==> config.mk <==
export PLATFORM = sky130hd
export DESIGN_NAME = vram_arbiter
export DESIGN_NICKNAME = d
export VERILOG_FILES = /design/src/rtl/vram_arb_pkg.sv /design/src/rtl/vram_arb_watchdog.sv /design/src/rtl/vram_arbiter.sv
export SDC_FILE = /design/constraint.sdc
export NUM_CORES = 1
export LEC_CHECK = 0
export CAP_MARGIN = 10
export CORE_MARGIN = 5
export CORE_UTILIZATION = 41
export DETAILED_ROUTE_END_ITERATION = 16
export HOLD_SLACK_MARGIN = 0.08
export PLACE_DENSITY = 0.78
export REMOVE_ABC_BUFFERS = 1
export SLEW_MARGIN = 20
export SYNTH_ARGS = -nofsm -noshare
export SYNTH_HDL_FRONTEND = slang
export SYNTH_SLANG_ARGS = --single-unit
==> constraint.sdc <==
create_clock -name clk -period 2.23 [get_ports clk]
set_input_delay 0.446 -clock clk [delete_from_list [all_inputs] [get_ports clk]]
set_output_delay 0.446 -clock clk [all_outputs]
set_load 0.01 [all_outputs]
==> src/rtl/vram_arb_pkg.sv <==
// ----------------------------------------------------------------------------
// vram_arb_pkg
// Shared types and constants for the framebuffer access arbiter.
//   arb_state_e   : arbiter FSM states (idle / transaction open / turnaround)
//   REQ_GFX       : requester index of the Graphite rasterizer
//   REQ_CPU       : requester index of the CPU bus bridge
//   WDOG_CNT_W    : width of the watchdog cycle counter (limit up to 65535)
//   TIMEOUT_RDATA : read data returned to a requester whose access timed out
// ----------------------------------------------------------------------------
package vram_arb_pkg;

  typedef enum logic [1:0] {
    ARB_IDLE    = 2'd0,
    ARB_BUSY    = 2'd1,
    ARB_RELEASE = 2'd2
  } arb_state_e;

  localparam logic REQ_GFX = 1'b0;
  localparam logic REQ_CPU = 1'b1;

  localparam int WDOG_CNT_W = 16;

  // Wide enough for any sensible DATA_W; users slice the low bits.
  localparam logic [63:0] TIMEOUT_RDATA = '1;

endpackage

==> src/rtl/vram_arb_watchdog.sv <==
// ----------------------------------------------------------------------------
// vram_arb_watchdog
// Cycle counter that flags an access that has been open for LIMIT cycles.
// Ports:
//   clk        in  clock
//   reset_n_i  in  asynchronous active-low reset
//   clear_i    in  restart the count at zero (held while no access is open)
//   enable_i   in  count one cycle of an open access
//   expired_o  out high during the LIMIT-th enabled cycle since the clear
// ----------------------------------------------------------------------------
module vram_arb_watchdog
  import vram_arb_pkg::*;
#(
  parameter int unsigned LIMIT = 1023
) (
  input  logic clk,
  input  logic reset_n_i,
  input  logic clear_i,
  input  logic enable_i,
  output logic expired_o
);

  // The first enabled cycle sees a count of zero, so the LIMIT-th sees LIMIT-1.
  localparam logic [WDOG_CNT_W-1:0] LAST_COUNT = WDOG_CNT_W'(LIMIT - 1);

  logic [WDOG_CNT_W-1:0] count_q, count_d;

  // Clear has priority so a fresh access always starts from zero.
  always_comb begin
    count_d = count_q;
    if (clear_i) begin
      count_d = '0;
    end else if (enable_i) begin
      count_d = count_q + WDOG_CNT_W'(1);
    end
  end

  always_ff @(posedge clk or negedge reset_n_i) begin
    if (!reset_n_i) begin
      count_q <= '0;
    end else begin
      count_q <= count_d;
    end
  end

  // The arbiter leaves BUSY on this cycle, so it is naturally a single pulse.
  assign expired_o = enable_i && (count_q == LAST_COUNT);

endmodule

==> src/rtl/vram_arbiter.sv <==
// ----------------------------------------------------------------------------
// vram_arbiter
// Round-robin arbiter sharing the framebuffer access port between the
// Graphite rasterizer (requester 0) and the CPU bus bridge (requester 1).
// One transaction at a time; every output is driven from a register.
//
// Optional feature: define VRAM_ARB_WATCHDOG_EN to abort accesses that get no
// fb_ack_i within TIMEOUT_CYCLES cycles (requester receives all-ones data and
// the sticky err_timeout_o is raised). Without it BUSY waits forever and
// err_timeout_o is tied low.
//
// Ports (N = 0/1):
//   clk, reset_n_i           clock, asynchronous active-low reset
//   req_sel_N_i              request, held with stable fields until ack
//   req_wr_N_i/mask/addr/data  request fields
//   req_ack_N_o              one-cycle completion pulse
//   req_data_N_o             read data, valid with ack, held between acks
//   fb_sel_o/wr/mask/addr/data  framebuffer access port
//   fb_ack_i, fb_data_i      framebuffer completion pulse and read data
//   grant_o                  current or last granted requester
//   busy_o                   arbiter not idle
//   err_timeout_o, err_clr_i sticky watchdog flag and its clear
// ----------------------------------------------------------------------------
module vram_arbiter
  import vram_arb_pkg::*;
#(
  parameter int ADDR_W         = 24,
  parameter int DATA_W         = 16,
  parameter int MASK_W         = 4,
  parameter int TIMEOUT_CYCLES = 1023
) (
  input  logic              clk,
  input  logic              reset_n_i,

  input  logic              req_sel_0_i,
  input  logic              req_wr_0_i,
  input  logic [MASK_W-1:0] req_mask_0_i,
  input  logic [ADDR_W-1:0] req_addr_0_i,
  input  logic [DATA_W-1:0] req_data_0_i,
  output logic              req_ack_0_o,
  output logic [DATA_W-1:0] req_data_0_o,

  input  logic              req_sel_1_i,
  input  logic              req_wr_1_i,
  input  logic [MASK_W-1:0] req_mask_1_i,
  input  logic [ADDR_W-1:0] req_addr_1_i,
  input  logic [DATA_W-1:0] req_data_1_i,
  output logic              req_ack_1_o,
  output logic [DATA_W-1:0] req_data_1_o,

  output logic              fb_sel_o,
  output logic              fb_wr_o,
  output logic [MASK_W-1:0] fb_mask_o,
  output logic [ADDR_W-1:0] fb_addr_o,
  output logic [DATA_W-1:0] fb_data_o,
  input  logic              fb_ack_i,
  input  logic [DATA_W-1:0] fb_data_i,

  output logic              grant_o,
  output logic              busy_o,
  output logic              err_timeout_o,
  input  logic              err_clr_i
);

  localparam logic [DATA_W-1:0] TIMEOUT_DATA = TIMEOUT_RDATA[DATA_W-1:0];

  arb_state_e        state_q, state_d;
  logic              grant_q, grant_d;
  logic              fb_sel_q, fb_sel_d;
  logic              fb_wr_q, fb_wr_d;
  logic [MASK_W-1:0] fb_mask_q, fb_mask_d;
  logic [ADDR_W-1:0] fb_addr_q, fb_addr_d;
  logic [DATA_W-1:0] fb_data_q, fb_data_d;
  logic              ack0_q, ack0_d;
  logic              ack1_q, ack1_d;
  logic [DATA_W-1:0] rdata0_q, rdata0_d;
  logic [DATA_W-1:0] rdata1_q, rdata1_d;

  logic              any_req;
  logic              winner;
  logic              fb_done;
  logic              wdog_expired;
  logic              wdog_timeout;
  logic [DATA_W-1:0] done_rdata;

  assign any_req = req_sel_0_i || req_sel_1_i;

  // On a tie the requester that did not win last time goes next; grant_q
  // resets to the CPU so the rasterizer wins the first tie.
  assign winner = (req_sel_0_i && req_sel_1_i) ? ~grant_q
                : (req_sel_1_i ? REQ_CPU : REQ_GFX);

  // A real ack and a timeout in the same cycle resolve in favour of the ack.
  assign fb_done      = (state_q == ARB_BUSY) && fb_ack_i;
  assign wdog_timeout = (state_q == ARB_BUSY) && wdog_expired && !fb_ack_i;
  assign done_rdata   = fb_done ? fb_data_i : TIMEOUT_DATA;

  // State register.
  always_ff @(posedge clk or negedge reset_n_i) begin
    if (!reset_n_i) begin
      state_q <= ARB_IDLE;
    end else begin
      state_q <= state_d;
    end
  end

  // Next-state logic. RELEASE is a one-cycle turnaround during which no
  // request is sampled, giving the served requester time to drop sel.
  always_comb begin
    state_d = state_q;
    unique case (state_q)
      ARB_IDLE:    if (any_req) state_d = ARB_BUSY;
      ARB_BUSY:    if (fb_ack_i || wdog_expired) state_d = ARB_RELEASE;
      ARB_RELEASE: state_d = ARB_IDLE;
      default:     state_d = ARB_IDLE;
    endcase
  end

  // Output next values: latch the winner's request on grant, close the
  // access and route the response back on completion or timeout.
  always_comb begin
    grant_d   = grant_q;
    fb_sel_d  = fb_sel_q;
    fb_wr_d   = fb_wr_q;
    fb_mask_d = fb_mask_q;
    fb_addr_d = fb_addr_q;
    fb_data_d = fb_data_q;
    ack0_d    = 1'b0;
    ack1_d    = 1'b0;
    rdata0_d  = rdata0_q;
    rdata1_d  = rdata1_q;

    if ((state_q == ARB_IDLE) && any_req) begin
      grant_d  = winner;
      fb_sel_d = 1'b1;
      if (winner == REQ_CPU) begin
        fb_wr_d   = req_wr_1_i;
        fb_mask_d = req_mask_1_i;
        fb_addr_d = req_addr_1_i;
        fb_data_d = req_data_1_i;
      end else begin
        fb_wr_d   = req_wr_0_i;
        fb_mask_d = req_mask_0_i;
        fb_addr_d = req_addr_0_i;
        fb_data_d = req_data_0_i;
      end
    end

    if (fb_done || wdog_timeout) begin
      fb_sel_d = 1'b0;
      if (grant_q == REQ_CPU) begin
        ack1_d   = 1'b1;
        rdata1_d = done_rdata;
      end else begin
        ack0_d   = 1'b1;
        rdata0_d = done_rdata;
      end
    end
  end

  // Output registers; fb_sel_o drops as soon as reset asserts.
  always_ff @(posedge clk or negedge reset_n_i) begin
    if (!reset_n_i) begin
      grant_q   <= REQ_CPU;
      fb_sel_q  <= 1'b0;
      fb_wr_q   <= 1'b0;
      fb_mask_q <= '0;
      fb_addr_q <= '0;
      fb_data_q <= '0;
      ack0_q    <= 1'b0;
      ack1_q    <= 1'b0;
      rdata0_q  <= '0;
      rdata1_q  <= '0;
    end else begin
      grant_q   <= grant_d;
      fb_sel_q  <= fb_sel_d;
      fb_wr_q   <= fb_wr_d;
      fb_mask_q <= fb_mask_d;
      fb_addr_q <= fb_addr_d;
      fb_data_q <= fb_data_d;
      ack0_q    <= ack0_d;
      ack1_q    <= ack1_d;
      rdata0_q  <= rdata0_d;
      rdata1_q  <= rdata1_d;
    end
  end

`ifdef VRAM_ARB_WATCHDOG_EN
  logic err_q, err_d;

  vram_arb_watchdog #(
    .LIMIT(TIMEOUT_CYCLES)
  ) u_watchdog (
    .clk      (clk),
    .reset_n_i(reset_n_i),
    .clear_i  (state_q == ARB_IDLE),
    .enable_i (state_q == ARB_BUSY),
    .expired_o(wdog_expired)
  );

  // A timeout in the same cycle as a clear still leaves the flag set.
  always_comb begin
    err_d = err_q;
    if (wdog_timeout) begin
      err_d = 1'b1;
    end else if (err_clr_i) begin
      err_d = 1'b0;
    end
  end

  always_ff @(posedge clk or negedge reset_n_i) begin
    if (!reset_n_i) begin
      err_q <= 1'b0;
    end else begin
      err_q <= err_d;
    end
  end

  assign err_timeout_o = err_q;
`else
  logic [16:0] unused_cfg;

  assign wdog_expired  = 1'b0;
  assign err_timeout_o = 1'b0;
  assign unused_cfg    = {err_clr_i, 16'(TIMEOUT_CYCLES)};
`endif

  assign busy_o       = (state_q != ARB_IDLE);
  assign grant_o      = grant_q;
  assign fb_sel_o     = fb_sel_q;
  assign fb_wr_o      = fb_wr_q;
  assign fb_mask_o    = fb_mask_q;
  assign fb_addr_o    = fb_addr_q;
  assign fb_data_o    = fb_data_q;
  assign req_ack_0_o  = ack0_q;
  assign req_ack_1_o  = ack1_q;
  assign req_data_0_o = rdata0_q;
  assign req_data_1_o = rdata1_q;

endmodule

==> results.yml, run 1 <==
worst_setup_path:
  end_kind: "output port"
  worstReg2RegEnd: "fb_addr_o[7]"
  path_max_fanout: 5
  start_kind: "register"
  critical_path_class: "reg -> out"
  r2r_start: "grant_o"
  rr_worst_depth: 4
  crit_arrival_ns: 1.61
  r2r_slack_ns: 0.41
  startpoint: "state_q[1]"
  critPathCapture: "busy_o"
  crit_required_ns: 1.78
floorplanning:
  io_pins: 195
  die_h_microns: 109
  die_area_sq_mm: 0.0118
  fp.dieW_microns: 109
  start_util_pct: 41.4
  rows: 36
  coreArea_sq_mm: 0.00964
cts:
  clkTransAtPathRegs_ns: 0.09
  clockBufferDepth: 2
  cts_tree: "yes"
  cts.sinks: 83
  ctsResizeCount: 0
  cts_root_buf: "clkbuf_8"
  htree_levels: 3
  insertion_delay_ns: 0.34
  numCtsBuffers: 9
global_route:
  overflow: 0
  antenna_found_initial: 0
  grt_max_degree: 33
  grt_pass1_vias: 2925
  grt_first_pass_wirelength_mm: 15.0
  track_usage_pct: 16.6
route:
  drtIter0Drc: 61
  ant_nets: 0
  vias: 2693
  routedWlPerCell_microns: 17.2
  drc: 0
  viasPerCell: 4.71
  firstDrtPassIters: 4
  totalWireLength_mm: 9.86
sta:
  period_needed_ns: 2.05
  fin_crit_sh_pct: 92.0
  setup_violations: 0
  finClkSkew_ns: 0.0110
  finalMaxSlewViolations: 0
  hold_viol_final: 0
  rsz0062_at_grt: "false"
  max_freq_mhz: 487
layout:
  final_area_sq_mm: 0.00630
  area_growth_pct: 58.0
  drive_gt1_share_pct: 35.1
  nNetsFinal: 546
  n_antenna_cell: 0
synthesis:
  syn_inst: 233
  synth_seq_cells: 83
  ys_warn_count: 0
  syn_avg_cell_area_sq_um: 17.1
  synth-seq-area-share_pct: 52.1
  yosysUniqueCellTypes: 22
  netlist_area_sq_mm: 0.00399
placed_design:
  placed_area_sq_mm: 0.00607
  gp_congestion: 0.710
  port_buffers: 192
  dp_hpwl_mm: 7.65
power:
  p_total_uw: 8070
  powerDensity_mw_per_mm2: 1280
  p_leak_uw: 0.00278
  peakVddDrop_mv: 0.565
outcome:
  status: "complete, no violations"
job:
  max-cap-violations: 0
hold_path:
  min-delay-path-class: "reg -> reg"
worst max-delay path, stage by stage, from the launching register on:
cell,delay [ns]
dfrtp_1,0.40
or2_1,0.34
clkdlybuf4s50_1,0.53
logic make-up after synthesis:
family / Yosys count / synth area share (%)
other: 1 / 0.0940
AO/OA/AOI/OAI: 5 / 0.910
multiplexers: 122 / 41.8
flip-flops: 83 / 52.1
AND/OR/NAND/NOR: 7 / 1.41
buffers and inverters: 15 / 3.73
report_power, final:
group          internal [uW]  switching (uW)  leakage (uW)  total [uW]
clock                    639             566      0.000110        1200
sequential              2270             406      0.000979        2680
combinational           2730            1460       0.00169        4190
total                   5640            2440       0.00278        8070
flip-flops by register name, summed over array words and instances, names as in the netlist:
register,count
fb_addr_o,24
fb_data_o,16
fb_mask_o,4
fb_sel_o,1
fb_wr_o,1
grant_o,1
req_ack_0_o,1
req_ack_1_o,1
req_data_0_o,16
req_data_1_o,16
state_q,2
layout make-up:
class | instances | area, sq um
fillers | 760 | 3330
flip-flops and latches | 83 | 2080
repair buffers | 203 | 2070
multi-input cells | 135 | 1760
well taps | 133 | 166
clock buffers | 9 | 124
clock inverters | 7 | 98.8
inverters | 2 | 7.51
metrics by stage:
step                util (%)  worst slack [ns]  instances  hold slack [ns]  setup TNS, ns
floorplan                  -            -0.570        220            0.150         -22.35
global placement        63.0             0.125        555            0.395              0
detailed placement      63.0            0.0408        555            0.397              0
CTS                     65.4             0.144        572            0.492              0
global route            65.4            0.0936        572            0.504              0
finish                  65.4             0.178        572            0.489              0
placed cells by master (no fill, tap or decap), drive strengths merged:
master,Yosys,final
nand3b,1,1
bufinv,0,2
dlygate4sd3,0,1
o22ai,1,1
clkinvlp,0,1
mux2,122,122
o31ai,1,1
clkbuf,0,9
conb,1,1
or2,1,1
clkinv,0,2
a21o,1,1
a21bo,1,1
nand2,1,1
nand2b,1,1
clkdlybuf4s50,0,191
dfstp,1,1
o21ai,1,1
inv,2,4
nor2,3,3
buf,13,11
dfrtp,82,82
synth_stat cells:
library cell | instances | area [sq um]
nor2_1 | 1 | 3.75
mux2_2 | 44 | 495
conb_1 | 1 | 3.75
dfrtp_1 | 82 | 2050
inv_1 | 2 | 7.51
buf_2 | 2 | 10.0
mux2_4 | 78 | 1170
nor2_2 | 1 | 6.26
nand3b_1 | 1 | 7.51
o22ai_1 | 1 | 6.26
a21o_1 | 1 | 7.51
buf_8 | 4 | 60.1
nand2_2 | 1 | 6.26
dfstp_2 | 1 | 26.3
buf_6 | 5 | 56.3
o31ai_1 | 1 | 7.51
a21bo_1 | 1 | 10.0
o21ai_0 | 1 | 5.00
nor2_8 | 1 | 20.0
or2_1 | 1 | 6.26
buf_4 | 2 | 15.0
nand2b_1 | 1 | 6.26
worst min path at each step:
stage | startpoint | end | slack, ns | depth (start not counted)
2_1_floorplan | reset_n_i | fb_addr_o[0] | 0.15 | 0
3_3_place_gp | reset_n_i | fb_data_o[0] | 0.39 | 1
3_5_place_dp | reset_n_i | fb_data_o[0] | 0.40 | 1
4_1_cts | fb_sel_o | fb_sel_o | 0.49 | 1
5_1_grt | fb_sel_o | fb_sel_o | 0.50 | 1
6_report | fb_sel_o | fb_sel_o | 0.49 | 1
what timing repair did:
action                    CTS  global route
buffers inserted            0             0
hold buffers                1             0
hold endpoints to repair   26             0
metal layers:
metal	vias to the layer above	global-route usage, %	share of wire (%)
met3	16	6.34	10
li1	1233	-	-
met2	136	28.7	48
met4	0	6.58	2.1
met5	-	0	0
met1	1308	18.4	39
Power figures use the tool's default switching activity.
==> run 2, diff against run 1 <==
MAX_ROUTING_LAYER = met4   (was not set)
==> run 2 against run 1 <==
Compared with the run above: critical path depth unchanged; clock power about the same; critical path type unchanged; final area unchanged; register-to-register slack about the same; largest cell class unchanged.
==> results.yml, run 2 (synthesis gave the netlist of run 1 again) <==
route:
  drc: 0
  vias: 2692
  ant_nets: 0
  drtIter0Drc: 61
  totalWireLength_mm: 9.86
  viasPerCell: 4.71
  firstDrtPassIters: 4
  routedWlPerCell_microns: 17.2
cts:
  ctsResizeCount: 0
  insertion_delay_ns: 0.34
  cts.sinks: 83
  cts_root_buf: "clkbuf_8"
  cts_tree: "yes"
  clockBufferDepth: 2
  htree_levels: 3
  numCtsBuffers: 9
  clkTransAtPathRegs_ns: 0.09
power:
  p_leak_uw: 0.00278
  pwr-share-seq_pct: 33.2
  peakVddDrop_mv: 0.565
  clkPwrFrac_pct: 14.9
  switching_power_uw: 2440
  p_comb_share_pct: 51.9
  intPower_uw: 5640
  powerDensity_mw_per_mm2: 1280
  sw_frac_of_total_pct: 30.2
layout:
  utilization_pct: 65.4
  n_antenna_cell: 0
  area_growth_pct: 58.0
  final_area_sq_mm: 0.00630
  drive_gt1_share_pct: 35.1
  largest_reg_flops: 24
  mostFrequentLayoutCell: "clkdlybuf4s50_1"
  final_cell_mix: "191 x clkdlybuf4s50_1, 82 x dfrtp_1, 78 x mux2_4, 44 x mux2_2, 9 x clkbuf_8"
  final_cells: 572
  nNetsFinal: 546
worst_setup_path:
  r2r_start: "grant_o"
  end_kind: "output port"
  crit_arrival_ns: 1.60
  crit_cells: 2
  worstReg2RegEnd: "fb_addr_o[7]"
  start_kind: "register"
  crit_family: "buffers and inverters"
  crit_buf_inv: 1
  max_stage_delay_ns: 0.53
  crit_required_ns: 1.78
  path_max_fanout: 5
  rr_worst_depth: 4
  cp_cell_sequence: "or2_1 -> clkdlybuf4s50_1"
  cp_slowest_cell: "clkdlybuf4s50_1"
  critical_path_class: "reg -> out"
  r2r_slack_ns: 0.41
floorplanning:
  start_util_pct: 41.4
  die_h_microns: 109
  fp.dieW_microns: 109
  io_pins: 195
  die_area_sq_mm: 0.0118
  rows: 36
  coreArea_sq_mm: 0.00964
sta:
  max_freq_mhz: 488
  hold_viol_final: 0
  setup_violations: 0
  finalMaxSlewViolations: 0
  finClkSkew_ns: 0.0110
  holdWs_ns: 0.488
  rsz0062_at_grt: "false"
  fin_ws_ns: 0.179
  period_needed_ns: 2.05
  fin_crit_sh_pct: 92.0
placed_design:
  placed_area_sq_mm: 0.00607
  dp_slack_ns: 0.0408
  dp_hpwl_mm: 7.65
  placedCellCount: 555
  port_buffers: 192
  gp_congestion: 0.718
global_route:
  grt_first_pass_wirelength_mm: 14.9
  antenna_found_initial: 0
  track_usage_pct: 17.1
  grt_pass1_vias: 2939
  overflow: 0
  grt_max_degree: 33
hold_path:
  whs_path_depth: 1
  hold_end: "fb_sel_o"
  min-delay-path-class: "reg -> reg"
  worstHoldStart: "fb_sel_o"
job:
  max-cap-violations: 0
outcome:
  status: "complete, no violations"
[run 2: power by group through the flow]
| stage | sequential [uW] | clock, uW | combinational (uW) |
|---|---|---|---|
| 2_1_floorplan | 3030 | 0 | 1680 |
| 3_3_place_gp | 2670 | 0 | 4160 |
| 3_5_place_dp | 2710 | 0 | 4240 |
| 4_1_cts | 2690 | 1240 | 4250 |
| 5_1_grt | 2780 | 1300 | 4430 |
| 6_report | 2680 | 1210 | 4190 |
[run 2: repair_timing]
action                    4_1_cts  5_1_grt
hold buffers                    1        0
buffers inserted                0        0
hold endpoints to repair       26        0
[run 2: per-layer routing]
layer	part of all wire (%)	wire, microns	GRT usage [%]	vias up
li1	-	-	-	1232
met1	41	4040	19.6	1308
met2	48	4740	28.7	136
met3	8.9	876	4.56	16
met4	2.1	207	6.58	0
met5	0	0	-	-
[run 2: area by class of cell]
| class | count | area, sq um |
|---|---|---|
| Clock buffer | 9 | 124 |
| Clock inverter | 7 | 98.8 |
| Fill cell | 760 | 3330 |
| Inverter | 2 | 7.51 |
| Multi-Input combinational cell | 135 | 1760 |
| Sequential cell | 83 | 2080 |
| Tap cell | 133 | 166 |
| Timing Repair Buffer | 203 | 2070 |
[run 2: worst register-to-register path: stages (launching register included)]
cell and delay [ns]:
dfstp_2 0.59, a21bo_2 0.19, buf_12 0.24, mux2_2 0.41
mux2_2 0.27
[run 2: worst max-delay path by stage]
stage,start,endpoint,slack [ns]
after detailed placement,req_sel_0_i,fb_addr_o[7],0.04
after global placement,req_sel_0_i,fb_addr_o[8],0.13
after CTS,state_q[1],busy_o,0.14
after global routing,state_q[0],busy_o,0.09
after floorplan,grant_o,fb_addr_o[4],-0.57
final,state_q[1],busy_o,0.18
[run 2: stage by stage]
step	TNS (ns)	total power, uW
after floorplan	-22.35	4710
after global placement	0	6830
after detailed placement	0	6950
after CTS	0	8180
after global routing	0	8510
final	0	8080
